===== config.mk =====
export PLATFORM = sky130hd
export DESIGN_NAME = hit_judge_flat
export DESIGN_NICKNAME = d
export VERILOG_FILES = /design/src/rtl/hit_judge_pkg.sv /design/src/rtl/hit_judge_if.sv /design/src/rtl/judge_out_fifo.sv /design/src/rtl/hit_judge.sv /design/src/flat_wrapper.sv
export SDC_FILE = /design/constraint.sdc
export NUM_CORES = 1
export LEC_CHECK = 0
export BUFFER_PORTS_ARGS = -buffer_cell sky130_fd_sc_hd__buf_2
export CAP_MARGIN = 20
export CELL_PAD_IN_SITES_DETAIL_PLACEMENT = 0
export CELL_PAD_IN_SITES_GLOBAL_PLACEMENT = 1
export CORE_ASPECT_RATIO = 1.75
export CORE_MARGIN = 2
export CORE_UTILIZATION = 38
export CTS_BUF_LIST = sky130_fd_sc_hd__clkbuf_16
export DETAILED_ROUTE_END_ITERATION = 6
export PLACE_DENSITY = 0.79
export SLEW_MARGIN = 10
export SYNTH_ARGS = -nofsm -noshare
export SYNTH_HDL_FRONTEND = slang
export SYNTH_HIERARCHICAL = 1
export SYNTH_SLANG_ARGS = --single-unit

===== constraint.sdc =====
create_clock -name clk -period 4.8 [get_ports clk]
set_clock_uncertainty 0.05 [all_clocks]
set_input_delay 0.72 -clock clk [delete_from_list [all_inputs] [get_ports clk]]
set_output_delay 0.72 -clock clk [all_outputs]
set_load 0.01 [all_outputs]

===== src/rtl/hit_judge_pkg.sv =====
// Shared types for the hit judgement stage: grade codes, FSM states and the
// result record handed from the classifier to the output scheduler.
package judge_pkg;

    localparam int ANG_W = 16;

    typedef enum logic [1:0] {
        GR_PERFECT = 2'd0,
        GR_GREAT   = 2'd1,
        GR_GOOD    = 2'd2,
        GR_MISS    = 2'd3
    } grade_e;

    typedef enum logic {IDLE, ARMED} state_e;

    typedef struct packed {
        logic [2:0]             result;
        logic signed [ANG_W-1:0] dev;
    } res_t;

    // Magnitude of a signed deviation; -2^15 wraps but is far outside any window.
    function automatic logic [ANG_W-1:0] abs_dev(input logic signed [ANG_W-1:0] d);
        return d[ANG_W-1] ? ANG_W'(-d) : ANG_W'(d);
    endfunction

endpackage


===== src/rtl/hit_judge_if.sv =====
// Game-side bus of the hit judge: click/target inputs and the scored result outputs.
interface hit_judge_if;
    logic                                en;
    logic        [judge_pkg::ANG_W-1:0]  angle;
    logic        [judge_pkg::ANG_W-1:0]  target;
    logic                                target_valid;
    logic                                click;
    logic                                cal;
    logic        [2:0]                   result;
    logic signed [judge_pkg::ANG_W-1:0]  dev;
    logic                                armed;
    logic        [judge_pkg::ANG_W-1:0]  last_click;
    logic        [judge_pkg::ANG_W-1:0]  last_target;
    logic                                overflow;

    modport master (
        output en, angle, target, target_valid, click,
        input  cal, result, dev, armed, last_click, last_target, overflow
    );

    modport slave (
        input  en, angle, target, target_valid, click,
        output cal, result, dev, armed, last_click, last_target, overflow
    );
endinterface


===== src/rtl/judge_out_fifo.sv =====
// One-entry pending buffer plus gap counter that paces cal strobes so the
// downstream accumulator never sees a new strobe while it is still adding.
module judge_out_fifo
    import judge_pkg::*;
#(
    parameter int GAP = 16
) (
    input  logic clk,
    input  logic rst,
    input  logic push_i,
    input  res_t push_data_i,
    output logic valid_o,
    output res_t data_o,
    output logic overflow_o
);

    localparam int CW = $clog2(GAP + 1);

    logic [CW-1:0] gap_q, gap_d;
    logic          pend_vld_q, pend_vld_d;
    res_t          pend_q, pend_d;
    logic          valid_q, valid_d;
    res_t          data_q, data_d;
    logic          ovf_q, ovf_d;

    always_comb begin
        gap_d      = (gap_q != '0) ? gap_q - CW'(1) : gap_q;
        pend_vld_d = pend_vld_q;
        pend_d     = pend_q;
        valid_d    = 1'b0;
        data_d     = data_q;
        ovf_d      = ovf_q;

        if (gap_q == '0 && pend_vld_q) begin
            // Pending drains first; a same-cycle push takes the freed slot.
            valid_d    = 1'b1;
            data_d     = pend_q;
            pend_vld_d = push_i;
            if (push_i) pend_d = push_data_i;
        end else if (gap_q == '0 && push_i) begin
            valid_d = 1'b1;
            data_d  = push_data_i;
        end else if (push_i) begin
            if (pend_vld_q) begin
                ovf_d = 1'b1;
            end else begin
                pend_vld_d = 1'b1;
                pend_d     = push_data_i;
            end
        end

        if (valid_d) gap_d = CW'(GAP - 1);
    end

    always_ff @(posedge clk) begin
        if (rst) begin
            gap_q      <= '0;
            pend_vld_q <= 1'b0;
            pend_q     <= '0;
            valid_q    <= 1'b0;
            data_q     <= '0;
            ovf_q      <= 1'b0;
        end else begin
            gap_q      <= gap_d;
            pend_vld_q <= pend_vld_d;
            pend_q     <= pend_d;
            valid_q    <= valid_d;
            data_q     <= data_d;
            ovf_q      <= ovf_d;
        end
    end

    assign valid_o    = valid_q;
    assign data_o     = data_q;
    assign overflow_o = ovf_q;

endmodule


===== src/rtl/hit_judge.sv =====
// Classifies clicks against the current beat target on a circular track and
// hands graded results with signed deviation to the paced output scheduler.
module hit_judge
    import judge_pkg::*;
#(
    parameter int PERFECT_WIN = 2,
    parameter int GREAT_WIN   = 8,
    parameter int GOOD_WIN    = 24,
    parameter int GAP         = 16
) (
    input  logic        clk,
    input  logic        rst,
    hit_judge_if.slave  bus
);

    state_e                  state_q, state_d;
    logic [ANG_W-1:0]        tgt_q, tgt_d;
    logic [ANG_W-1:0]        last_click_q, last_click_d;
    logic [ANG_W-1:0]        last_target_q, last_target_d;

    logic signed [ANG_W-1:0] d;
    logic [ANG_W-1:0]        mag;
    logic                    in_win, expired, late;
    logic                    judge, expire;
    logic                    push;
    res_t                    pdata, out_data;
    logic [1:0]              grade;

    // Modular subtraction reinterpreted as signed handles the wrap through 0.
    assign d       = signed'(bus.angle - tgt_q);
    assign mag     = abs_dev(d);
    assign in_win  = (mag <= ANG_W'(GOOD_WIN));
    assign late    = !d[ANG_W-1] && (d != '0);
    assign expired = !d[ANG_W-1] && !in_win;

    assign judge  = (state_q == ARMED) && bus.en && bus.click && in_win;
    // A replaced target counts as missed even while the game is paused.
    assign expire = (state_q == ARMED) && !judge && ((bus.en && expired) || bus.target_valid);

    always_comb begin
        state_d       = state_q;
        tgt_d         = tgt_q;
        last_click_d  = last_click_q;
        last_target_d = last_target_q;
        push          = 1'b0;
        pdata.result  = '0;
        pdata.dev     = d;
        grade         = GR_GOOD;

        if (mag <= ANG_W'(PERFECT_WIN))    grade = GR_PERFECT;
        else if (mag <= ANG_W'(GREAT_WIN)) grade = GR_GREAT;

        if (judge) begin
            push          = 1'b1;
            pdata.result  = {late, grade};
            last_click_d  = bus.angle;
            last_target_d = tgt_q;
            state_d       = IDLE;
        end else if (expire) begin
            push          = 1'b1;
            pdata.result  = {1'b1, GR_MISS};
            state_d       = IDLE;
        end

        if (bus.target_valid) begin
            tgt_d   = bus.target;
            state_d = ARMED;
        end
    end

    always_ff @(posedge clk) begin
        if (rst) begin
            state_q       <= IDLE;
            tgt_q         <= '0;
            last_click_q  <= '0;
            last_target_q <= '0;
        end else begin
            state_q       <= state_d;
            tgt_q         <= tgt_d;
            last_click_q  <= last_click_d;
            last_target_q <= last_target_d;
        end
    end

    judge_out_fifo #(.GAP(GAP)) u_out (
        .clk         (clk),
        .rst         (rst),
        .push_i      (push),
        .push_data_i (pdata),
        .valid_o     (bus.cal),
        .data_o      (out_data),
        .overflow_o  (bus.overflow)
    );

    assign bus.result      = out_data.result;
    assign bus.dev         = out_data.dev;
    assign bus.armed       = (state_q == ARMED);
    assign bus.last_click  = last_click_q;
    assign bus.last_target = last_target_q;

endmodule

===== src/flat_wrapper.sv =====
// flat-port wrapper written by rule: the top's interface ports become plain ports
module hit_judge_flat import judge_pkg::*;
#(
    parameter int PERFECT_WIN = 2,
    parameter int GREAT_WIN   = 8,
    parameter int GOOD_WIN    = 24,
    parameter int GAP         = 16
)
  (clk, rst, bus_en, bus_angle, bus_target, bus_target_valid, bus_click, bus_cal, bus_result, bus_dev, bus_armed, bus_last_click, bus_last_target, bus_overflow);
  hit_judge_if bus_i ();
  input  logic clk;
  input  logic rst;
  input wire logic [$bits(bus_i.en)-1:0] bus_en;
  input wire logic [$bits(bus_i.angle)-1:0] bus_angle;
  input wire logic [$bits(bus_i.target)-1:0] bus_target;
  input wire logic [$bits(bus_i.target_valid)-1:0] bus_target_valid;
  input wire logic [$bits(bus_i.click)-1:0] bus_click;
  output wire logic [$bits(bus_i.cal)-1:0] bus_cal;
  output wire logic [$bits(bus_i.result)-1:0] bus_result;
  output wire logic [$bits(bus_i.dev)-1:0] bus_dev;
  output wire logic [$bits(bus_i.armed)-1:0] bus_armed;
  output wire logic [$bits(bus_i.last_click)-1:0] bus_last_click;
  output wire logic [$bits(bus_i.last_target)-1:0] bus_last_target;
  output wire logic [$bits(bus_i.overflow)-1:0] bus_overflow;
  assign bus_i.en = bus_en;
  assign bus_i.angle = bus_angle;
  assign bus_i.target = bus_target;
  assign bus_i.target_valid = bus_target_valid;
  assign bus_i.click = bus_click;
  assign bus_cal = bus_i.cal;
  assign bus_result = bus_i.result;
  assign bus_dev = bus_i.dev;
  assign bus_armed = bus_i.armed;
  assign bus_last_click = bus_i.last_click;
  assign bus_last_target = bus_i.last_target;
  assign bus_overflow = bus_i.overflow;
  hit_judge #(.PERFECT_WIN(PERFECT_WIN), .GREAT_WIN(GREAT_WIN), .GOOD_WIN(GOOD_WIN), .GAP(GAP)) u_core (.clk(clk), .rst(rst), .bus(bus_i));
endmodule

== Yosys cells after proc, flatten, opt, wreduce, memory -nomap -nowiden ==
Cells that the tools add are included.

* Register bits: 95
* Input port bits: 37
* Output and inout bits: 54
* Word-level logic and storage cells: 74

* Add/sub/neg operators: 3
* Order comparisons: 3
* Eq/ne operators: 3
* Multiplexer cells: 24
* Bitwise gates (word level): 2
* Reduce and logical (&&, ||, !) cells: 26

{| class="wikitable"
|+ Operators with widths
! operator !! number
|-
| $mux 19 || 7
|-
| $le 16x2->1 const B || 1
|-
| $le 16x4->1 const B || 1
|-
| $le 16x5->1 const B || 1
|-
| $mux 16 || 1
|-
| $neg 16->16 || 1
|-
| $reduce_bool 16->1 || 1
|-
| $sub 16x16->16 || 1
|-
| $logic_and 1x1->1 || 10
|-
| $mux 1 || 10
|-
| $mux 4 || 2
|-
| $reduce_and 4->1 || 2
|-
| $reduce_bool 2->1 || 4
|-
| $mux 3 || 2
|-
| $logic_not 5->1 || 1
|-
| $reduce_bool 5->1 || 1
|-
| $sub 5x1->5 const B || 1
|-
| $mux 2 || 2
|-
| $ne 2x2->1 const B || 2
|-
| $logic_not 1->1 || 3
|-
| $reduce_bool 3->1 || 1
|-
| $ne 2x1->1 const B || 1
|-
| $not 1->1 || 2
|-
| $reduce_and 2->1 || 1
|-
| 2 further kinds || 2
|}

== Logic depth before layout (Yosys ltp) ==
Gate-level depths: netlist of run 1.

* Depth in word-level cells: 15
* Gate-level depth with buffers: 21
* Gate-level depth less buffers: 17

== Modules after synthesis ==
The synthesis of run 1 kept the hierarchy.

{| class="wikitable"
|+ By module, submodules not included
! module !! instances !! cells an instance !! area an instance (µm²) !! sequential area each (µm²)
|-
| hit_judge || 1 || 455 || 3585.9 || 980.9
|-
| judge_out_fifo || 1 || 256 || 2222.1 || 920.9
|}

== Least setup slack after synthesis of run 1 ==
OpenSTA, ideal clock, no wires.

* Path type: input-to-reg
* Start: in bus_angle[0]
* End: reg u_core.u_out.data_q (netlist bit u_core/u_out/data_o[2])
* Setup time: 0.086 ns
* Arrival: 4.554 ns
* Slack: 0.110 ns
* Cell stages on the path: 19
* Buffers on the path: 3
* Cell sequence: inv_1 ha_1 fa_1 and2b_1 o22a_1 xnor2_2 inv_2 or3_1 or4_4 o211ai_2 and4_1 buf_4 nand2_1 nand2_1 clkbuf_1 or2_0 clkbuf_1 a21oi_1 a211oi_1

* Cells in the longest elaborated chain, start to end: 13

{| class="wikitable"
|+ Ends and longest elaborated chain
! item !! line !! text
|-
| start: declaration || flat_wrapper.sv:14 || <nowiki>input wire logic [$bits(bus_i.angle)-1:0] bus_angle;</nowiki>
|-
| $sub 16x16->16 (*) || hit_judge.sv:30 || <nowiki>assign d = signed'(bus.angle - tgt_q);</nowiki>
|-
| net u_core.d[4] || hit_judge.sv:21 || <nowiki>logic signed [ANG_W-1:0] d;</nowiki>
|-
| $neg 16->16 || hit_judge_pkg.sv:23 || <nowiki>return d[ANG_W-1] ? ANG_W'(-d) : ANG_W'(d);</nowiki>
|-
| $mux 16 (*) || hit_judge_pkg.sv:23 ||
|-
| $le 16x5->1 (*) || hit_judge.sv:32 || <nowiki>assign in_win = (mag <= ANG_W'(GOOD_WIN));</nowiki>
|-
| $logic_not 1->1 || hit_judge.sv:34 || <nowiki>assign expired = !d[ANG_W-1] && !in_win;</nowiki>
|-
| $logic_and 1x1->1 || hit_judge.sv:34 ||
|-
| $logic_and 1x1->1 || hit_judge.sv:38 || <nowiki>assign expire = (state_q == ARMED) && !judge && ((bus.en && expired) || bus.target_valid);</nowiki>
|-
| $logic_or 1x1->1 || hit_judge.sv:38 ||
|-
| $logic_and 1x1->1 || hit_judge.sv:38 ||
|-
| $mux 1 || hit_judge.sv:59 || <nowiki>end else if (expire) begin</nowiki>
|-
| $mux 1 (*) || hit_judge.sv:53 || <nowiki>if (judge) begin</nowiki>
|-
| net u_core.push || hit_judge.sv:25 || <nowiki>logic push;</nowiki>
|-
| $logic_and 1x1->1 (*) || judge_out_fifo.sv:40 || <nowiki>end else if (gap_q == '0 && push_i) begin</nowiki>
|-
| $reduce_bool 2->1 (no source line) (*) || -- ||
|-
| end signal: assignment || judge_out_fifo.sv:68 || <nowiki>data_q <= data_d;</nowiki>
|-
| end: declaration || judge_out_fifo.sv:23 || <nowiki>res_t data_q, data_d;</nowiki>
|}

Mark *: on every way through the listed nets, which the timed path passes. The rest lies on a longest branch. The select of a mux whose other input is x is not followed.
A chain may end at the register's enable or synchronous reset.

== Worst setup path in the final report of run 1 ==
* Start: in bus_angle[2]
* End: reg u_core/u_out/pend_q[0] in the netlist's numbering

* Cells in the longest elaborated chain, start to end: 14

{| class="wikitable"
|+ Ends and longest elaborated chain
! item !! line !! text
|-
| $sub 16x16->16 (*) || hit_judge.sv:30 ||
|-
| net u_core.d[9] || hit_judge.sv:21 ||
|-
| $neg 16->16 || hit_judge_pkg.sv:23 ||
|-
| $mux 16 (*) || hit_judge_pkg.sv:23 ||
|-
| $le 16x5->1 (*) || hit_judge.sv:32 ||
|-
| $logic_not 1->1 || hit_judge.sv:34 ||
|-
| $logic_and 1x1->1 || hit_judge.sv:34 ||
|-
| $logic_and 1x1->1 || hit_judge.sv:38 ||
|-
| $logic_or 1x1->1 || hit_judge.sv:38 ||
|-
| $logic_and 1x1->1 || hit_judge.sv:38 ||
|-
| $mux 1 || hit_judge.sv:59 ||
|-
| $mux 1 (*) || hit_judge.sv:53 ||
|-
| net u_core.push || hit_judge.sv:25 ||
|-
| $logic_and 1x1->1 || judge_out_fifo.sv:40 ||
|-
| $ne 2x2->1 (no source line) / $reduce_bool 2->1 (equally long branches) || -- ||
|-
| $reduce_and 4->1 (no source line) (*) || -- ||
|-
| end signal: assignment || judge_out_fifo.sv:66 || <nowiki>pend_q <= pend_d;</nowiki>
|-
| end: declaration || judge_out_fifo.sv:21 || <nowiki>res_t pend_q, pend_d;</nowiki>
|}

Mark *: on every way through the listed nets, which the timed path passes. The rest lies on a longest branch.

==> metrics.md, run 1 <==
| Metric | Value |
|---|---|
| Clk Latency, worst-skew pair | `0.35 ns` |
| Hold wc startpoint | `u_core/u_out/pend_q[11]` |
| Antenna violations before repair | `0` |
| Slew @ Worst Pin | `0.901 ns` |
| Total power | `around 2800 uW` |
| Most common cell after layout, fill and taps aside | `dfxtp_1` |
| Global route overflow | `0` |
| CP top delay family | `compound AO/OA/AOI/OAI gates` |
| Most frequent cells in the layout | `95 x dfxtp_1, 90 x buf_2, 68 x a21oi_1, 58 x nor2_1` |
| Inserted Diodes | `0` |
| Syn-to-layout area delta | `20.2%` |
| Max Root-Sink Buffers | `2` |
| Element type at the critical path start | `input port` |
| Clock Root Buffer | `clkbuf_16` |
| Synth top area share | `32.7%` |
| Global-route wire length before repair | `27,800 um` |
| Crit path cell chain | `buf_2 -> ha_1 -> or2_1 -> o21ai_1 -> buf_4 -> a21boi_1 -> o211ai_2 -> inv_2 -> or3_1 -> o32a_1 -> a31oi_4 -> buf_4 -> o211a_4 -> nand2_1 -> nand2_1 -> nand2_1 -> mux2i_2 -> buf_12 -> mux2i_1` |
| CP Data Required Time | `around 5.0 ns` |
| First DRT Iteration DRCs | `between 150 and 200` |
| Core region area | `14,900 um2` |
| CTS tree | `built` |
| Final setup vio count | `0` |
| Clock sinks | `between 90 and 100` |
| Crit path top cell by count | `nand2_1` |
| Min-Delay Path Class | `flop to flop` |
| Worst EP arrival | `~4.7 ns` |
| Crit path capture type | `flop` |
| Synth cell types | `75` |
| Dpl hpwl | `13,000 um` |
| Largest net degree at the start of global routing | `67` |
| Power Dens Cells | `407 nW/um2` |
| Syn_nets | `about 770` |
| Total vias in the final route | `about 5,500` |
| Vias in the first global route | `5,504` |
| Fraction of layout cells with a size suffix above 1 | `between 20% and 30%` |
| Slowest stage cell, crit path | `o211ai_2` |
| Gr usage total | `20.8%` |
| Nets@finish | `869` |
| H-tree Lvls | `3` |
| Max cap viols | `0` |
| Number of synthesized flops with an enable pin | `0` |
| Hold Vio Cnt, Final | `0` |
| Max Clock Freq | `about 0.22 GHz` |
| Die Y | `168 um` |
| RR Endpoint | `u_core/u_out/pend_q[0]` |
| Clock-pin transition on the worst setup and hold timing paths | `approximately 0.07 ns` |
| Top Ports | `between 90 and 100` |
| Ys flop type | `dfxtp_1` |
| Max_slew headroom | `between 30% and 40%` |
| DRT antenna net count | `0` |
| Cell Area, Synth | `a little under 6000 um2` |
| Die X | `~97 um` |
| Critical path's largest stage delay | `~0.37 ns` |
| Async set or reset register ratio after synthesis | `0%` |
| DR DRC count | `0` |
| WHS Path Cells | `2` |
| # placed instances | `between 900 and 1,000` |
| Seq/Total Area, Yosys | `~33%` |
| Reg2reg setup slack | `roughly 0.39 ns` |
| GPL Wtd Cong | `0.907` |
| Starting Density | `around 39%` |
| Design Area, Final | `between 6000 and 7000 um2` |
| Total routed wirelength | `about 17,000 um` |
| Final min period | `about 4.5 ns` |
| Num CTS Buffers | `9` |
| Gate Count Post-Synth | `between 700 and 800` |
| I/O Buffers | `90` |
| R2R depth | `19` |
| Buf/Inv on CP | `5` |
| P_leak | `approximately 0.0029 uW` |
| Via density | `5.54` |
| Cell Area, Placed | `6650 um2` |
| Peak VDD IR | `~0.2 mV` |
| Max-slew violations | `0` |
| Ys Warns | `6` |
| Crit Path Class | `input port to flop` |
| CTS Hold Bufs | `0` |
| RSZ-0062 raised after global routing | `no` |
| Cell Rows | `59` |
| Synth area leaders | `dfxtp_1 33%, mux2i_1 6.7%, a21oi_1 5.9%` |
| Yosys top cell by area | `dfxtp_1` |
| Hold endpoint | `u_core/u_out/pend_q[11]` |
| Reg2reg start | `u_core/tgt_q[2]` |
| Crit share post-route | `around 94%` |
| DR pass1 iterations | `5` |
| Post-DR wirelength/cell | `17.0 um` |
| Syn Area/Cell | `a little over 8 um2` |
| Die Area | `16,300 um2` |
| Critical Path Fanout Max | `19` |
| #FFs+latches synth | `between 90 and 100` |
| Outcome | `complete, no violations` |
| Final core utilization | `46.8%` |
| Post-Layout Cell Count | `around 1,000` |
per-stage QoR:
| stage | setup TNS (ns) | worst slack (ns) | hold WS, ns |
|---|---|---|---|
| 4_1_cts | 0 | 0.270 | 0.427 |
| 6_report | 0 | 0.298 | 0.424 |
| 3_5_place_dp | -2.47 | -0.103 | 0.413 |
| 3_3_place_gp | 0 | 0.0248 | 0.406 |
| 5_1_grt | 0 | 0.0148 | 0.447 |
| 2_1_floorplan | 0 | 0.110 | 0.399 |
worst register-to-register path, delay by kind of cell, from the launching register on:
kind / cells / cell delay, ns
AO/OA/AOI/OAI: 6 / 1.56
buffers and inverters: 5 / 0.77
multiplexers: 2 / 0.43
AND/OR/NAND/NOR: 5 / 0.92
adder cells (fa/ha/maj): 1 / 0.23
flip-flops: 1 / 0.36
flip-flops by register name (all words and copies together), names as in the netlist:
register	flops
u_core/bus.armed	1
u_core/u_out/pend_q	19
u_core/bus.last_target	16
u_core/bus.last_click	16
u_core/u_out/overflow_o	1
u_core/u_out/pend_vld_q	1
u_core/u_out/gap_q	5
u_core/u_out/data_o	19
u_core/tgt_q	16
u_core/u_out/valid_o	1
cell type report:
class | instances | area [um2]
clock buffers | 9 | 225
multi-input cells | 514 | 3500
flip-flops and latches | 95 | 1900
clock inverters | 7 | 71.3
repair buffers | 141 | 858
well taps | 183 | 229
inverters | 52 | 195
fillers | 1500 | 7930
layer usage:
metal,track usage (%),part of all wire [%]
met1,22.3,38
met2,40.7,56
met3,3.01,3.2
met4,7.07,2.7
met5,0,0
cells in the mapped netlist (6+ instances only):
library cell,number
nor2_1,58
nand2_1,28
nand2b_1,39
dfxtp_1,95
inv_1,48
a22o_1,19
nand3_1,41
clkbuf_1,33
ha_1,18
mux2i_1,39
nand4_1,6
nor3_1,9
o21ai_0,36
a21oi_1,68
a31oi_1,9
o21a_1,8
o21ai_1,16
a211oi_1,23
worst max-delay path by stage:
stage / depth (start not counted) / end / start / slack (ns)
after floorplan: 19 / u_core/u_out/data_o[2] / bus_angle[0] / 0.11
after global placement: 19 / u_core/u_out/data_o[7] / bus_angle[0] / 0.02
after detailed placement: 19 / u_core/u_out/data_o[18] / bus_angle[0] / -0.10
after CTS: 19 / u_core/u_out/data_o[4] / bus_angle[0] / 0.27
after global routing: 18 / u_core/u_out/data_o[11] / bus_angle[0] / 0.01
final: 19 / u_core/u_out/pend_q[0] / bus_angle[2] / 0.30
cell families (layout without fill, tap and decap cells):
family / Yosys count / in the layout / share of synthesized area (%)
AO/OA/AOI/OAI: 230 / 230 / 27.1
XOR/XNOR: 8 / 8 / 1.59
adder cells (fa/ha/maj): 19 / 19 / 4.22
buffers and inverters: 102 / 209 / 7.71
flip-flops: 95 / 95 / 32.7
multiplexers: 39 / 39 / 6.72
AND/OR/NAND/NOR: 218 / 218 / 19.9
what timing repair did:
action,4_1_cts,5_1_grt
gates resized for setup,0,6
setup buffers,0,0
endpoints found under the setup margin,0,16
where the power goes:
part / leakage (uW) / internal [uW] / switching, uW
registers: 0.000774 / 907 / 80.2
logic: 0.00194 / 475 / 641
clock network: 0.000145 / 406 / 333
total: 0.00286 / 1790 / 1050
Note: power is estimated with default switching activity, not from simulation.
==> inputs of run 2 (changes only) <==
--- a/config.mk
+++ b/config.mk
@@ -14,7 +14,7 @@
 export CORE_UTILIZATION = 38
 export CTS_BUF_LIST = sky130_fd_sc_hd__clkbuf_16
 export DETAILED_ROUTE_END_ITERATION = 6
-export PLACE_DENSITY = 0.79
+export PLACE_DENSITY = 0.77
 export SLEW_MARGIN = 10
 export SYNTH_ARGS = -nofsm -noshare
 export SYNTH_HDL_FRONTEND = slang
==> metrics.md, run 2 (synthesis results as in run 1) <==
| Metric | Value |
|---|---|
| Outcome | `complete, no violations` |
| Crit path capture type | `flop` |
| Gr usage total | `a little over a fifth` |
| Die Y | `around 170 um` |
| GPL Wtd Cong | `0.926` |
| Num CTS Buffers | `9` |
| First DRT Iteration DRCs | `about 200` |
| Max Root-Sink Buffers | `2` |
| Clock-pin transition on the worst setup and hold timing paths | `approximately 0.070 ns` |
| Max cap viols | `0` |
| Power Dens Cells | `around 400 nW/um2` |
| Total vias in the final route | `between 5,000 and 6,000` |
| Vias in the first global route | `approximately 5,700` |
| R2R depth | `16` |
| Fillers | `1,491` |
| Global route overflow | `0` |
| CTS tree | `built` |
| Critical path's largest stage delay | `around 0.54 ns` |
| Cell Rows | `between 50 and 60` |
| Dpl hpwl | `about 13,000 um` |
| Crit share post-route | `between 90% and 100%` |
| Syn-to-layout area delta | `19.9%` |
| Worst EP arrival | `around 4.7 ns` |
| DR DRC count | `0` |
| Min-Delay Path Class | `flop to flop` |
| Top Ports | `just over 90` |
| Antenna violations before repair | `0` |
| CTS resizes | `0` |
| CP Data Required Time | `roughly 5.0 ns` |
| RR Endpoint | `u_core/u_out/data_o[8]` |
| Max Clock Freq | `between 0.2 and 0.25 GHz` |
| Total routed wirelength | `around 17,000 um` |
| Fraction of layout cells with a size suffix above 1 | `between 20% and 30%` |
| Max_slew headroom | `about 53%` |
| Reg area | `approximately 1900 um2` |
| DR top layer | `met4` |
| DRT antenna net count | `0` |
| P_leak | `0.00287 uW` |
| Setup bufs post-CTS | `0` |
| RSZ-0062 raised after global routing | `no` |
| Slew @ Worst Pin | `roughly 0.7 ns` |
| Peak VDD IR | `between 0.2 and 0.25 mV` |
| WHS Path Cells | `2` |
| Nets@finish | `approximately 870` |
| Area of the multi-input gates | `3470 um2` |
| CP top delay family | `compound AO/OA/AOI/OAI gates` |
| Hold Vio Cnt, Final | `0` |
| Buf/Inv on CP | `3` |
| Largest net degree at the start of global routing | `50` |
| Inserted Diodes | `0` |
| Slowest stage cell, crit path | `or4_4` |
| Die Area | `roughly 16,000 um2` |
| Reg2reg setup slack | `around 0.45 ns` |
| H-tree Lvls | `3` |
| Critical Path Fanout Max | `22` |
| Die X | `roughly 97 um` |
| DR pass1 iterations | `4` |
| CP startpoint | `bus_angle[0]` |
| Hold endpoint | `u_core/u_out/overflow_o` |
| Met2 WL post-DR | `approximately 9400 um` |
| Clock Root Buffer | `clkbuf_16` |
| Reg2reg start | `u_core/tgt_q[0]` |
| CTS Hold Bufs | `0` |
| Final min period | `4.55 ns` |
| Post-DR wirelength/cell | `17.2 um` |
| WHS | `between 0.4 and 0.5 ns` |
| PnR worst setup slack | `0.253 ns` |
| Crit path cell chain | `buf_2 -> inv_1 -> ha_1 -> fa_1 -> and2b_1 -> o2111ai_2 -> a311oi_2 -> o21a_1 -> o221ai_2 -> or4_4 -> a21oi_2 -> o2111ai_1 -> a31oi_1 -> nand2_1 -> or2_0 -> buf_12 -> a21oi_1 -> a211oi_1` |
| Clock sinks | `95` |
| I/O Buffers | `90` |
| Element type at the critical path start | `input port` |
| Most frequent cells in the layout | `95 x dfxtp_1, 90 x buf_2, 68 x a21oi_1, 58 x nor2_1, 54 x buf_4` |
| Most common cell after layout, fill and taps aside | `dfxtp_1` |
| Clk Latency, worst-skew pair | `roughly 0.35 ns` |
| Core region area | `approximately 15,000 um2` |
| Met3 routed WL | `between 500 and 600 um` |
| Met1 wire length | `around 6600 um` |
| Via density | `between 5 and 6` |
| Final setup vio count | `0` |
| Global-route wire length before repair | `~28,000 um` |
| Crit Path Class | `input port to flop` |
| Starting Density | `around 39%` |
| Pre-CTS setup slack | `-0.152 ns` |
| Max-slew violations | `0` |
| Hold wc startpoint | `u_core/u_out/overflow_o` |
run 2: routing by layer:
metal	up-vias	global-route usage, %
met5	-	0
met2	134	39.8
li1	2775	-
met1	2642	22.6
met3	35	3.17
met4	0	9.06
run 2: worst max path at each step:
stage                                    to  slack (ns)  depth (start not counted)
global placement    u_core/u_out/data_o[18]        0.01                         19
global route         u_core/u_out/pend_q[8]       0.009                         20
finish               u_core/u_out/data_o[8]        0.25                         18
floorplan            u_core/u_out/data_o[2]        0.11                         19
CTS                 u_core/u_out/data_o[15]        0.21                         19
detailed placement  u_core/u_out/data_o[15]       -0.15                         19
run 2: layout make-up:
cell class	count	area share, %
clock buffers	9	3.23
well taps	183	3.29
inverters	52	2.80
clock inverters	7	0.881
flip-flops and latches	95	27.3
multi-input cells	514	49.9
repair buffers	145	12.6
run 2: worst reg2reg max path, delay by kind of cell (launching register included):
| kind | cells | cell delay [ns] |
|---|---|---|
| AOI/OAI and AO/OA | 9 | 1.81 |
| adders and majority gates | 2 | 0.59 |
| buffers and inverters | 1 | 0.17 |
| DFF | 1 | 0.33 |
| and+or+nand+nor | 4 | 1.24 |
run 2: report_power, final:
part | leakage [uW] | internal, uW | switching, uW
Sequential | 0.000774 | 907 | 89.9
Clock | 0.000142 | 363 | 344
Combinational | 0.00195 | 473 | 631
run 2: metrics by stage:
step	utilization, %	TNS (ns)	instance area, um2	power, uW	cells
floorplan	-	0	5810	1760	711
global route	46.7	0	6960	2990	1005
finish	46.7	0	6960	2810	1005
CTS	46.6	0	6950	2830	1005
global placement	44.7	0	6660	2080	989
detailed placement	44.7	-3.89	6660	2120	989
